<file path="src/rtl/rx_align_pkg.sv">
// Shared types and helpers for the receive word aligner.
// Latency: n/a (types, constants and a pure function only).
// Backpressure: n/a.
package rx_align_pkg;

    localparam int ERR_W = 8;

    // Widest word the candidate helper supports (STAGES up to 6).
    localparam int MAX_W = 64;

    typedef enum logic [2:0] {
        IDLE,
        SEARCH,
        CONFIRM,
        LOCKED,
        FAIL
    } state_t;

    // Candidate word starting at bit offset s of the two-word window.
    // Callers zero-extend their window to 2*MAX_W and keep the low W bits.
    function automatic logic [MAX_W-1:0] cand_of(input logic [2*MAX_W-1:0] cat,
                                                 input int                 s);
        return MAX_W'(cat >> s);
    endfunction

endpackage

</file>
<file path="src/rtl/rx_align_match.sv">
// Compares every bit offset of the two-word window against the training word.
// Latency: purely combinational.
// Backpressure: none.
module rx_align_match
    import rx_align_pkg::*;
#(
    parameter  int STAGES = 5,
    localparam int W      = 2**STAGES
) (
    input  logic [2*W-1:0]    cat,
    input  logic [W-1:0]      train_pattern,
    output logic [W-1:0]      m,
    output logic              any_match,
    output logic [STAGES-1:0] first_idx
);

    // One equality comparator per candidate offset.
    always_comb begin
        m = '0;
        for (int s = 0; s < W; s++) begin
            m[s] = (W'(cand_of((2*MAX_W)'(cat), s)) == train_pattern);
        end
    end

    // Lowest matching offset wins; scanning downwards lets the last hit stick.
    always_comb begin
        first_idx = '0;
        for (int s = W - 1; s >= 0; s--) begin
            if (m[s]) begin
                first_idx = STAGES'(s);
            end
        end
    end

    assign any_match = |m;

endmodule

</file>
<file path="src/rtl/rx_word_aligner.sv">
// Finds the bit offset of a training word in the deserialized stream, locks and emits aligned words.
// Latency: 1 clk from des_dout to dout.
// Backpressure: none; one word is consumed every clk and there is no stall input.
module rx_word_aligner
    import rx_align_pkg::*;
#(
    parameter  int STAGES         = 5,
    parameter  int LOCK_COUNT     = 4,
    parameter  int ERR_THRESH     = 8,
    parameter  int SEARCH_TIMEOUT = 256,
    localparam int W              = 2**STAGES
) (
    input  logic              clk,
    input  logic              rstb,
    input  logic [W-1:0]      des_dout,
    input  logic [W-1:0]      train_pattern,
    input  logic              align_start,
    input  logic              train_active,
    output logic [W-1:0]      dout,
    output logic              dout_valid,
    output logic              locked,
    output logic [STAGES-1:0] shift,
    output logic [ERR_W-1:0]  err_count,
    output logic              align_fail
);

    localparam int CNT_W  = $clog2(LOCK_COUNT + 1);
    localparam int ERRS_W = $clog2(ERR_THRESH + 1);
    localparam int TMR_W  = $clog2(SEARCH_TIMEOUT + 1);

    state_t              state;
    state_t              state_nxt;
    logic [W-1:0]        prev;
    logic [2*W-1:0]      cat;
    logic [W-1:0]        m;
    logic                any_match;
    logic [STAGES-1:0]   first_idx;
    logic                hit;

    logic [CNT_W-1:0]    cnt;
    logic [CNT_W-1:0]    cnt_nxt;
    logic [CNT_W-1:0]    cnt_inc;
    logic [ERRS_W-1:0]   errs;
    logic [ERRS_W-1:0]   errs_nxt;
    logic [ERRS_W-1:0]   errs_inc;
    logic [TMR_W-1:0]    timer;
    logic [TMR_W-1:0]    timer_nxt;
    logic [TMR_W-1:0]    timer_inc;
    logic                timed_out;
    logic [STAGES-1:0]   shift_nxt;
    logic [ERR_W-1:0]    err_count_nxt;
    logic                align_fail_nxt;

    // Bit 0 is the earliest bit, so the previous word forms the low half of the window.
    assign cat = {des_dout, prev};

    rx_align_match #(
        .STAGES (STAGES)
    ) u_match (
        .cat           (cat),
        .train_pattern (train_pattern),
        .m             (m),
        .any_match     (any_match),
        .first_idx     (first_idx)
    );

    assign hit       = m[shift];
    assign cnt_inc   = cnt + 1'b1;
    assign errs_inc  = errs + 1'b1;
    assign timer_inc = timer + 1'b1;
    assign timed_out = (timer_inc == TMR_W'(SEARCH_TIMEOUT));
    assign locked    = (state == LOCKED);

    // Next-state and counter updates; align_start overrides everything else.
    always_comb begin
        state_nxt      = state;
        cnt_nxt        = cnt;
        errs_nxt       = errs;
        timer_nxt      = timer;
        shift_nxt      = shift;
        err_count_nxt  = err_count;
        align_fail_nxt = align_fail;

        if (align_start) begin
            state_nxt      = SEARCH;
            cnt_nxt        = '0;
            errs_nxt       = '0;
            timer_nxt      = '0;
            err_count_nxt  = '0;
            align_fail_nxt = 1'b0;
        end else begin
            case (state)
                SEARCH: begin
                    timer_nxt = timer_inc;
                    if (timed_out) begin
                        state_nxt      = FAIL;
                        align_fail_nxt = 1'b1;
                    end else if (any_match) begin
                        shift_nxt = first_idx;
                        cnt_nxt   = CNT_W'(1);
                        if (LOCK_COUNT == 1) begin
                            // A relock later gets a full search budget.
                            state_nxt = LOCKED;
                            timer_nxt = '0;
                            errs_nxt  = '0;
                        end else begin
                            state_nxt = CONFIRM;
                        end
                    end
                end
                CONFIRM: begin
                    timer_nxt = timer_inc;
                    if (timed_out) begin
                        state_nxt      = FAIL;
                        align_fail_nxt = 1'b1;
                    end else if (hit) begin
                        cnt_nxt = cnt_inc;
                        if (cnt_inc == CNT_W'(LOCK_COUNT)) begin
                            state_nxt = LOCKED;
                            timer_nxt = '0;
                            errs_nxt  = '0;
                        end
                    end else begin
                        // The timer keeps running across a failed confirm.
                        state_nxt = SEARCH;
                        cnt_nxt   = '0;
                    end
                end
                LOCKED: begin
                    if (train_active && !hit) begin
                        err_count_nxt = (err_count == '1) ? err_count : err_count + 1'b1;
                        errs_nxt      = errs_inc;
                        if (errs_inc == ERRS_W'(ERR_THRESH)) begin
                            // err_count is kept so the relock cause stays visible.
                            state_nxt = SEARCH;
                            cnt_nxt   = '0;
                            errs_nxt  = '0;
                        end
                    end
                end
                default: begin
                    // IDLE and FAIL wait for align_start.
                end
            endcase
        end
    end

    // FSM state and counter registers.
    always_ff @(posedge clk or negedge rstb) begin
        if (!rstb) begin
            state      <= IDLE;
            cnt        <= '0;
            errs       <= '0;
            timer      <= '0;
            shift      <= '0;
            err_count  <= '0;
            align_fail <= 1'b0;
        end else begin
            state      <= state_nxt;
            cnt        <= cnt_nxt;
            errs       <= errs_nxt;
            timer      <= timer_nxt;
            shift      <= shift_nxt;
            err_count  <= err_count_nxt;
            align_fail <= align_fail_nxt;
        end
    end

    // Window history and aligned output word; dout holds outside LOCKED.
    always_ff @(posedge clk or negedge rstb) begin
        if (!rstb) begin
            prev       <= '0;
            dout       <= '0;
            dout_valid <= 1'b0;
        end else begin
            prev <= des_dout;
            if (state == LOCKED) begin
                dout <= W'(cand_of((2*MAX_W)'(cat), int'(shift)));
            end
            dout_valid <= (state == LOCKED) && !train_active;
        end
    end

endmodule

</file>
<file path="config.mk">
export PLATFORM = sky130hd
export DESIGN_NAME = rx_word_aligner
export DESIGN_NICKNAME = d
export VERILOG_FILES = /design/src/rtl/rx_align_pkg.sv /design/src/rtl/rx_align_match.sv /design/src/rtl/rx_word_aligner.sv
export SDC_FILE = /design/constraint.sdc
export NUM_CORES = 1
export LEC_CHECK = 0
export BUFFER_PORTS_ARGS = -buffer_cell sky130_fd_sc_hd__buf_2
export CAP_MARGIN = 10
export CORE_ASPECT_RATIO = 0.5
export CORE_MARGIN = 2
export CORE_UTILIZATION = 40
export CTS_CLUSTER_DIAMETER = 150
export DETAILED_ROUTE_END_ITERATION = 16
export PLACE_DENSITY = 0.7
export SYNTH_ARGS = -nofsm -noshare
export SYNTH_HDL_FRONTEND = slang
export SYNTH_SLANG_ARGS = --single-unit
</file>
<file path="constraint.sdc">
create_clock -name clk -period 2.85 [get_ports clk]
set_clock_uncertainty 0.05 [all_clocks]
set_input_delay 0.1425 -clock clk [delete_from_list [all_inputs] [get_ports clk]]
set_output_delay 0.1425 -clock clk [all_outputs]
set_load 0.1 [all_outputs]
</file>
==> results.cfg, run 1 <==
[timing]
fmax_mhz = 275
worstMarginPinSlew_ps = 804
period_minus_slack_ps = 3640
slew_headroom_pct = 46.4
drv_slew = 0
finalSetupViolations = 30
finalHoldViolCount = 0
worst_slack_ps = -787
finalCritPeriodShare_pct = 128
rsz0062_at_grt = true

[global_route]
grt_usage_pct = 35.5
antenna_found_initial = 0
grt_pass1_vias = 21400
grt_pass1_wl_um = 142000
grt_max_degree = 69
grt_overflow = 0

[floorplan]
ios = 116
initial_core_util_pct = 40.8
row_count = 58
die_h_um = 165
die_area_um2 = 53600
core_um2 = 50700
die_w_um = 326

[run_status]
violations = setup timing
status = complete, but fails checks

[detailed_routing]
drc = 0
vias_per_cell = 6.06
wl_um = 97400
drt-pass1-iter-count = 8
num_vias = 22400
drtAntennaViolNets = 0
avgRoutedWirePerCell_um = 26.3
dr.first_iter.drc_count = 3535

[worst_setup_path]
crit_arrival_ps = 3860
r2r_slack_ps = -790
path_max_fanout = 8
r2r_end = state[1]
reg2reg_from = prev[27]
max_stage_delay_ps = 600
path_class = register to register
rr_worst_depth = 11
path_cells = xnor2_2, nand4_1, nor4_4, buf_4, nand4_1, mux4_2, a22o_4, or4_4, nand2_8, a211oi_4, mux2_4
slowest_stage = dfrtp_4
required_ps = 3070
startpoint_type = register
crit_path_end_kind = register
crit_top_cell = nand4_1

[min_path]
hold_path.class = primary input to register
hp-start = des_dout[29]
hold_path_end = prev[29]
min_path_cells = 2

[clocking]
htreeDepth = 3
clkLatencyLatePin_ps = 390
path_clk_slew_ps = 80
clock-root-buffer = clkbuf_16
cts_tree = yes
cts_made_buffers = 9
clockBufferDepth = 2
cts.sinks = 98

[logic_synthesis]
yosys.cell_types.count = 72
synth.most_common_cell = xnor2_1
synth_area_per_cell_um2 = 8.07
synth_common_cells = xnor2_1 (706), xor2_1 (324), nand2_1 (206)
syn_inst = 2561
synth_flop_cell = dfrtp_1
ys_seq_area_share_pct = 11.9
synth.top_cell.area_share_pct = 29.9
synth_top_area_cell = xnor2_1
netlist_top_cells_area = xnor2_1 (30%), xor2_1 (14%), dfrtp_1 (12%), nand4_1 (6.1%), buf_6 (4.0%)
syn_area_um2 = 20700
async_flop_share_pct = 100
ys_warn_count = 0
ys_ff_latch = 98
synth-edff-count = 0
syn_nets = 2635

[placement]
place.gp.congestion = 1.04
place_area_um2 = 26400
hpwlAfterDp_um = 72300
post-place-cells = 3666
io_buffers = 115

[power]
ir_drop_v = 0.000947
leakagePower_uw = 0.0106
total_power_uw = 9850
power_density_nw_per_um2 = 363

[final_layout]
n_fill_cell = 4692
finalNetCount = 3078
final_cells = 3700
fin_area_um2 = 27200
drive_gt1_share_pct = 30.5
area_growth_syn_to_layout_pct = 31.5

[run]
cap_violations = 0
## power by group
part	switching (uW)	internal (uW)	leakage, uW
clock network	654	594	0.000125
logic	4420	2270	0.00930
registers	231	1690	0.00121
## layer usage
layer	wire, um	up-vias	global-route usage, %
li1	-	9561	-
met1	39400	10700	48.6
met2	38800	1717	51.3
met3	13800	404	9.85
met4	5350	0	17.0
met5	0	-	0
## placed cells by master (no fill, tap or decap), types with 5 or more instances in the layout
cell | synthesis | layout
dlygate4sd3_1 | 0 | 5
nand3_1 | 20 | 19
nor4_2 | 4 | 16
ha_1 | 6 | 6
o21ai_0 | 92 | 86
o21ai_1 | 1 | 6
nor3_1 | 18 | 17
a21oi_2 | 2 | 6
nand4_1 | 202 | 202
nor2b_1 | 8 | 8
buf_6 | 73 | 8
a211oi_1 | 13 | 12
nor4_1 | 120 | 105
buf_2 | 86 | 114
a21o_1 | 5 | 5
xor2_1 | 324 | 324
buf_12 | 0 | 140
xnor2_1 | 706 | 696
nand2_1 | 206 | 203
clkbuf_16 | 0 | 9
buf_4 | 99 | 493
mux2_2 | 22 | 22
a21oi_1 | 59 | 54
and3_1 | 8 | 8
o211ai_1 | 13 | 13
a31oi_1 | 14 | 14
mux4_2 | 30 | 30
xnor2_2 | 0 | 10
dfrtp_2 | 0 | 10
o31ai_1 | 8 | 8
mux2i_1 | 50 | 50
dfrtp_1 | 98 | 85
or2_2 | 5 | 5
nor4_4 | 2 | 5
nor2_1 | 110 | 107
inv_1 | 18 | 17
## critical path, delay by kind of cell (launching register included)
family,cells,cell delay (ps)
flip-flops,1,600
buffers and inverters,1,180
XOR/XNOR,1,200
AO/OA/AOI/OAI,2,350
AND/OR/NAND/NOR,5,1310
multiplexers,2,820
## kinds of logic (layout without fill, tap and decap cells)
family	count (synthesis)	count (layout)	share of synthesized area, %
buffers and inverters	350	797	11.4
xor gates and xnor gates	1030	1030	43.6
DFF	98	98	11.9
AOI/OAI and AO/OA	246	246	7.27
muxes	105	105	7.09
and+or+nand+nor	726	726	18.4
adders and majority gates	6	6	0.363
other	0	2	0
## per-stage QoR
step                worst slack [ps]  util (%)  hold WS, ps  TNS [ps]
floorplan                       -215         -         -203     -2070
CTS                             -686      53.3         19.0    -16550
global route                    -817      53.6         25.5    -21560
global placement                -970      52.1          206    -24890
detailed placement              -985      52.1          207    -25510
finish                          -787      53.7         31.8    -19960
## flip-flops by register name (all words and copies together), names as in the netlist
name	count
shift	5
err_count	8
errs	4
dout_valid	1
align_fail	1
dout	32
timer	9
cnt	3
state	3
prev	32
## cell type report
cell class | instances | area, um^2 | share of cell area (%)
multi-input cells | 2113 | 16300 | 59.9
repair buffers | 760 | 7210 | 26.5
flip-flops and latches | 98 | 2480 | 9.11
well taps | 690 | 863 | 3.18
clock buffers | 10 | 229 | 0.842
inverters | 22 | 86.3 | 0.318
clock inverters | 5 | 37.5 | 0.138
diodes | 2 | 5.00 | 0.0184
## how the worst max path moves through the flow
stage / start / to / slack [ps] / cells after the start
after floorplan: prev[16] / err_count[6] / -220 / 12
after global placement: prev[21] / errs[1] / -970 / 14
after detailed placement: prev[21] / errs[1] / -980 / 14
after CTS: prev[27] / state[1] / -690 / 11
after global routing: prev[29] / state[1] / -820 / 12
final: prev[27] / state[1] / -790 / 11
## timing repair
item                                    in CTS  in global routing
cloned                                       0                  0
resized for setup                           31                 33
setup buffers                               10                  3
hold buffers                                 5                  0
pin swaps                                   23                 12
hold endpoints to repair                    54                  0
endpoints found under the setup margin      31                 44
No activity file was read; power rests on OpenSTA's default activity.
==> run 2: changes to the inputs <==
CORE_UTILIZATION = 58   (was 40)
PLACE_DENSITY = 0.91   (was 0.7)
==> results.cfg, run 2 <==
[run_status]
status = aborted with a tool error
haltStage = 5_1_grt
toolErrorMsg = [ERROR GRT-0116] Global routing finished with congestion. Check the congestion regions in the DRC Viewer.

[placement]
hpwlAfterDp_um = 78200
io_buffers = 115
place_area_um2 = 25300
place.gp.congestion = 1.18

[floorplan]
initial_core_util_pct = 59.5
ios = 116
row_count = 48
die_h_um = 138
die_w_um = 271

[global_route]
grt_pass1_wl_um = 237000
grt_pass1_vias = 32800
grt_usage_pct = 87.0
grt_overflow = 739
grt_max_degree = 70

[logic_synthesis]
synth_top_area_cell = xnor2_1
ys_warn_count = 0
yosys.cell_types.count = 72
syn_area_um2 = 20700
synth_area_per_cell_um2 = 8.07
synth.top_cell.area_share_pct = 29.9
async_flop_share_pct = 100
synth_common_cells = xnor2_1 (706), xor2_1 (324), nand2_1 (206)
syn_nets = 2635
synth-edff-count = 0
ys_ff_latch = 98
ys_seq_area_share_pct = 11.9
synth_flop_cell = dfrtp_1
netlist_top_cells_area = xnor2_1 (30%), xor2_1 (14%), dfrtp_1 (12%), nand4_1 (6.1%), buf_6 (4.0%)
synth.most_common_cell = xnor2_1
syn_inst = 2561

[clocking]
cts.sinks = 98
clockBufferDepth = 2
cts_made_buffers = 9
clock-root-buffer = clkbuf_16
htreeDepth = 3
## run 2: cell counts after synthesis
Identical to the previous run, type by type.
## run 2: cells by family after synthesis
kind of cell	share of synthesized area, %
multiplexers	7.09
buffers and inverters	11.4
flip-flops	11.9
AND/OR/NAND/NOR	18.4
XOR/XNOR	43.6
AO/OA/AOI/OAI	7.27
adder cells (fa/ha/maj)	0.363
## run 2: metrics by stage
| step | hold slack (ps) | cells | worst slack, ps |
|---|---|---|---|
| 2_1_floorplan | -203 | 2561 | -215 |
| 3_3_place_gp | 161 | 3406 | -843 |
| 3_5_place_dp | 172 | 3406 | -1010 |
| 4_1_cts | 27.8 | 3458 | -679 |
## run 2: metal layers
layer | track usage (%) | GRT overflow
met1 | 84.0 | 135
met2 | 95.8 | 311
met3 | 83.9 | 117
met4 | 82.9 | 146
met5 | 84.2 | 30
## run 2: repair_timing
| item | 4_1_cts |
|---|---|
| setup buffers | 30 |
| resized for setup | 123 |
| cloned | 2 |
| hold buffers | 4 |
| endpoints found under the setup margin | 32 |
| hold endpoints to repair | 54 |
| pin swaps | 65 |
==> run 3: changes to the inputs <==
CORE_ASPECT_RATIO = default   (was 0.5)
CORE_UTILIZATION = 40   (was 58)
CTS_CLUSTER_DIAMETER = default   (was 150)
PLACE_DENSITY = default   (was 0.91)
PLACE_DENSITY_LB_ADDON = 0.15   (was default)
clock period = 3.7 ns   (was 2.85 ns; I/O delays follow)
==> results.cfg, run 3 (synthesis gave the netlist of run 1 again) <==
[placement]
place.gp.congestion = 0.967
hpwlAfterDp_um = 66000
io_buffers = 115
place_area_um2 = 23100
post-place-cells = 3334

[floorplan]
initial_core_util_pct = 40.4
ios = 116
die_w_um = 231
row_count = 83
die_h_um = 231
core_um2 = 51200
die_area_um2 = 53500

[global_route]
grt_pass1_wl_um = 138000
grt_max_degree = 70
grt_pass1_vias = 20200
grt_usage_pct = 35.0
antenna_found_initial = 0
grt_overflow = 0

[clocking]
htreeDepth = 3
clock-root-buffer = clkbuf_16
path_clk_slew_ps = 120
cts_made_buffers = 9
cts_tree = yes
clockBufferDepth = 2
clkLatencyLatePin_ps = 430
cts.sinks = 98

[power]
leakagePower_uw = 0.00884
power_switching_share_pct = 54.7
combPwrFrac_pct = 64.0
p_int_uw = 3310
ir_drop_v = 0.000296
switching_power_uw = 4000
clkPwrFrac_pct = 16.0
pwr-share-seq_pct = 20.0
power_density_nw_per_um2 = 304
total_power_uw = 7310

[detailed_routing]
drc = 0
vias_per_cell = 6.09
dr.first_iter.drc_count = 2796
drt-pass1-iter-count = 6
drtAntennaViolNets = 0
avgRoutedWirePerCell_um = 28.1
num_vias = 20600
wl_um = 95100

[worst_setup_path]
path_class = register to register
required_ps = 3930
crit_top_cell = buf_4
max_stage_delay_ps = 560
crit_buf_inv = 4
rr_worst_depth = 14
crit_path_end_kind = register
path_depth = 14
path_cells = buf_12, buf_16, buf_4, xnor2_1, nand4_1, nor4_1, buf_4, and4_1, nor2_1, a2111o_1, or4_4, nand2_4, a211oi_2, mux2_4
path_max_fanout = 17
critical_path.top_delay_family = simple AND/OR/NAND/NOR gates
crit_arrival_ps = 3850
slowest_stage = or4_4
startpoint_type = register

[min_path]
min_path_cells = 2
hold_path.class = primary input to register

[final_layout]
diodes = 0
ff_latch_area_um2 = 2470
area_growth_syn_to_layout_pct = 16.2
drive_gt1_share_pct = 22.1
final_cells = 3382
layout_common_cells = xnor2_1 (700), xor2_1 (324), buf_4 (246), nand2_1 (202), nand4_1 (202)
finalNetCount = 2771
fin_area_um2 = 24000
multi_input_area_um2 = 16100
reg_top3 = dout x32, prev x32, timer x9
mostFrequentLayoutCell = xnor2_1
n_fill_cell = 5080

[run_status]
status = complete, no violations

[timing]
fmax_mhz = 276
drv_slew = 0
finalCritPeriodShare_pct = 97.9
finalSetupViolations = 0
whs_ps = 87.0
period_minus_slack_ps = 3620
worstMarginPinSlew_ps = 877
slew_headroom_pct = 41.6
finalHoldViolCount = 0

[run]
cap_violations = 0
[run 3: layout make-up]
type	count	share of cell area, %
Inverter	22	0.344
Clock inverter	6	0.323
Clock buffer	10	0.995
Timing Repair Buffer	453	17.4
Sequential cell	98	10.3
Tap cell	680	3.54
Multi-Input combinational cell	2113	67.1
[run 3: power by group through the flow]
| stage | registers (uW) | clock network [uW] | logic (uW) |
|---|---|---|---|
| after floorplan | 2710 | 0 | 2220 |
| after global placement | 1480 | 0 | 4540 |
| after detailed placement | 1490 | 0 | 4570 |
| after CTS | 1470 | 1190 | 4590 |
| after global routing | 1500 | 1230 | 4920 |
| final | 1460 | 1170 | 4670 |
[run 3: path summary, 6_finish.rpt]
kind	end	start	slack (ps)
min	prev[6]	des_dout[6]	90
min reg2reg	dout[2]	dout[2]	430
max	state[1]	prev[23]	80
min in group asynchronous	prev[22]	rstb	360
max in group asynchronous	errs[0]	rstb	2430
max reg2reg	state[1]	prev[23]	80
[run 3: per-stage QoR]
| step | util (%) | setup slack [ps] | setup TNS (ps) |
|---|---|---|---|
| finish | 46.9 | 76.3 | 0 |
| global route | 46.9 | -77.7 | -889 |
| CTS | 46.1 | 7.79 | 0 |
| detailed placement | 45.2 | -45.5 | -80.1 |
| global placement | 45.2 | 4.90 | 0 |
| floorplan | - | 233 | 0 |
[run 3: routing by layer]
| metal | up-vias | track usage [%] | routed length, um |
|---|---|---|---|
| met2 | 1258 | 54.5 | 42000 |
| met5 | - | 0 | 0 |
| met4 | 0 | 17.7 | 5090 |
| li1 | 8911 | - | - |
| met1 | 10100 | 46.9 | 39200 |
| met3 | 331 | 5.50 | 8830 |
[run 3: repair_timing]
item | CTS | global route
endpoints found under the hold margin | 47 | 0
pin swaps | 2 | 18
setup endpoints to repair | 6 | 27
gates resized for setup | 5 | 45
hold buffers | 9 | 0
cloned | 0 | 1
buffers inserted | 1 | 21
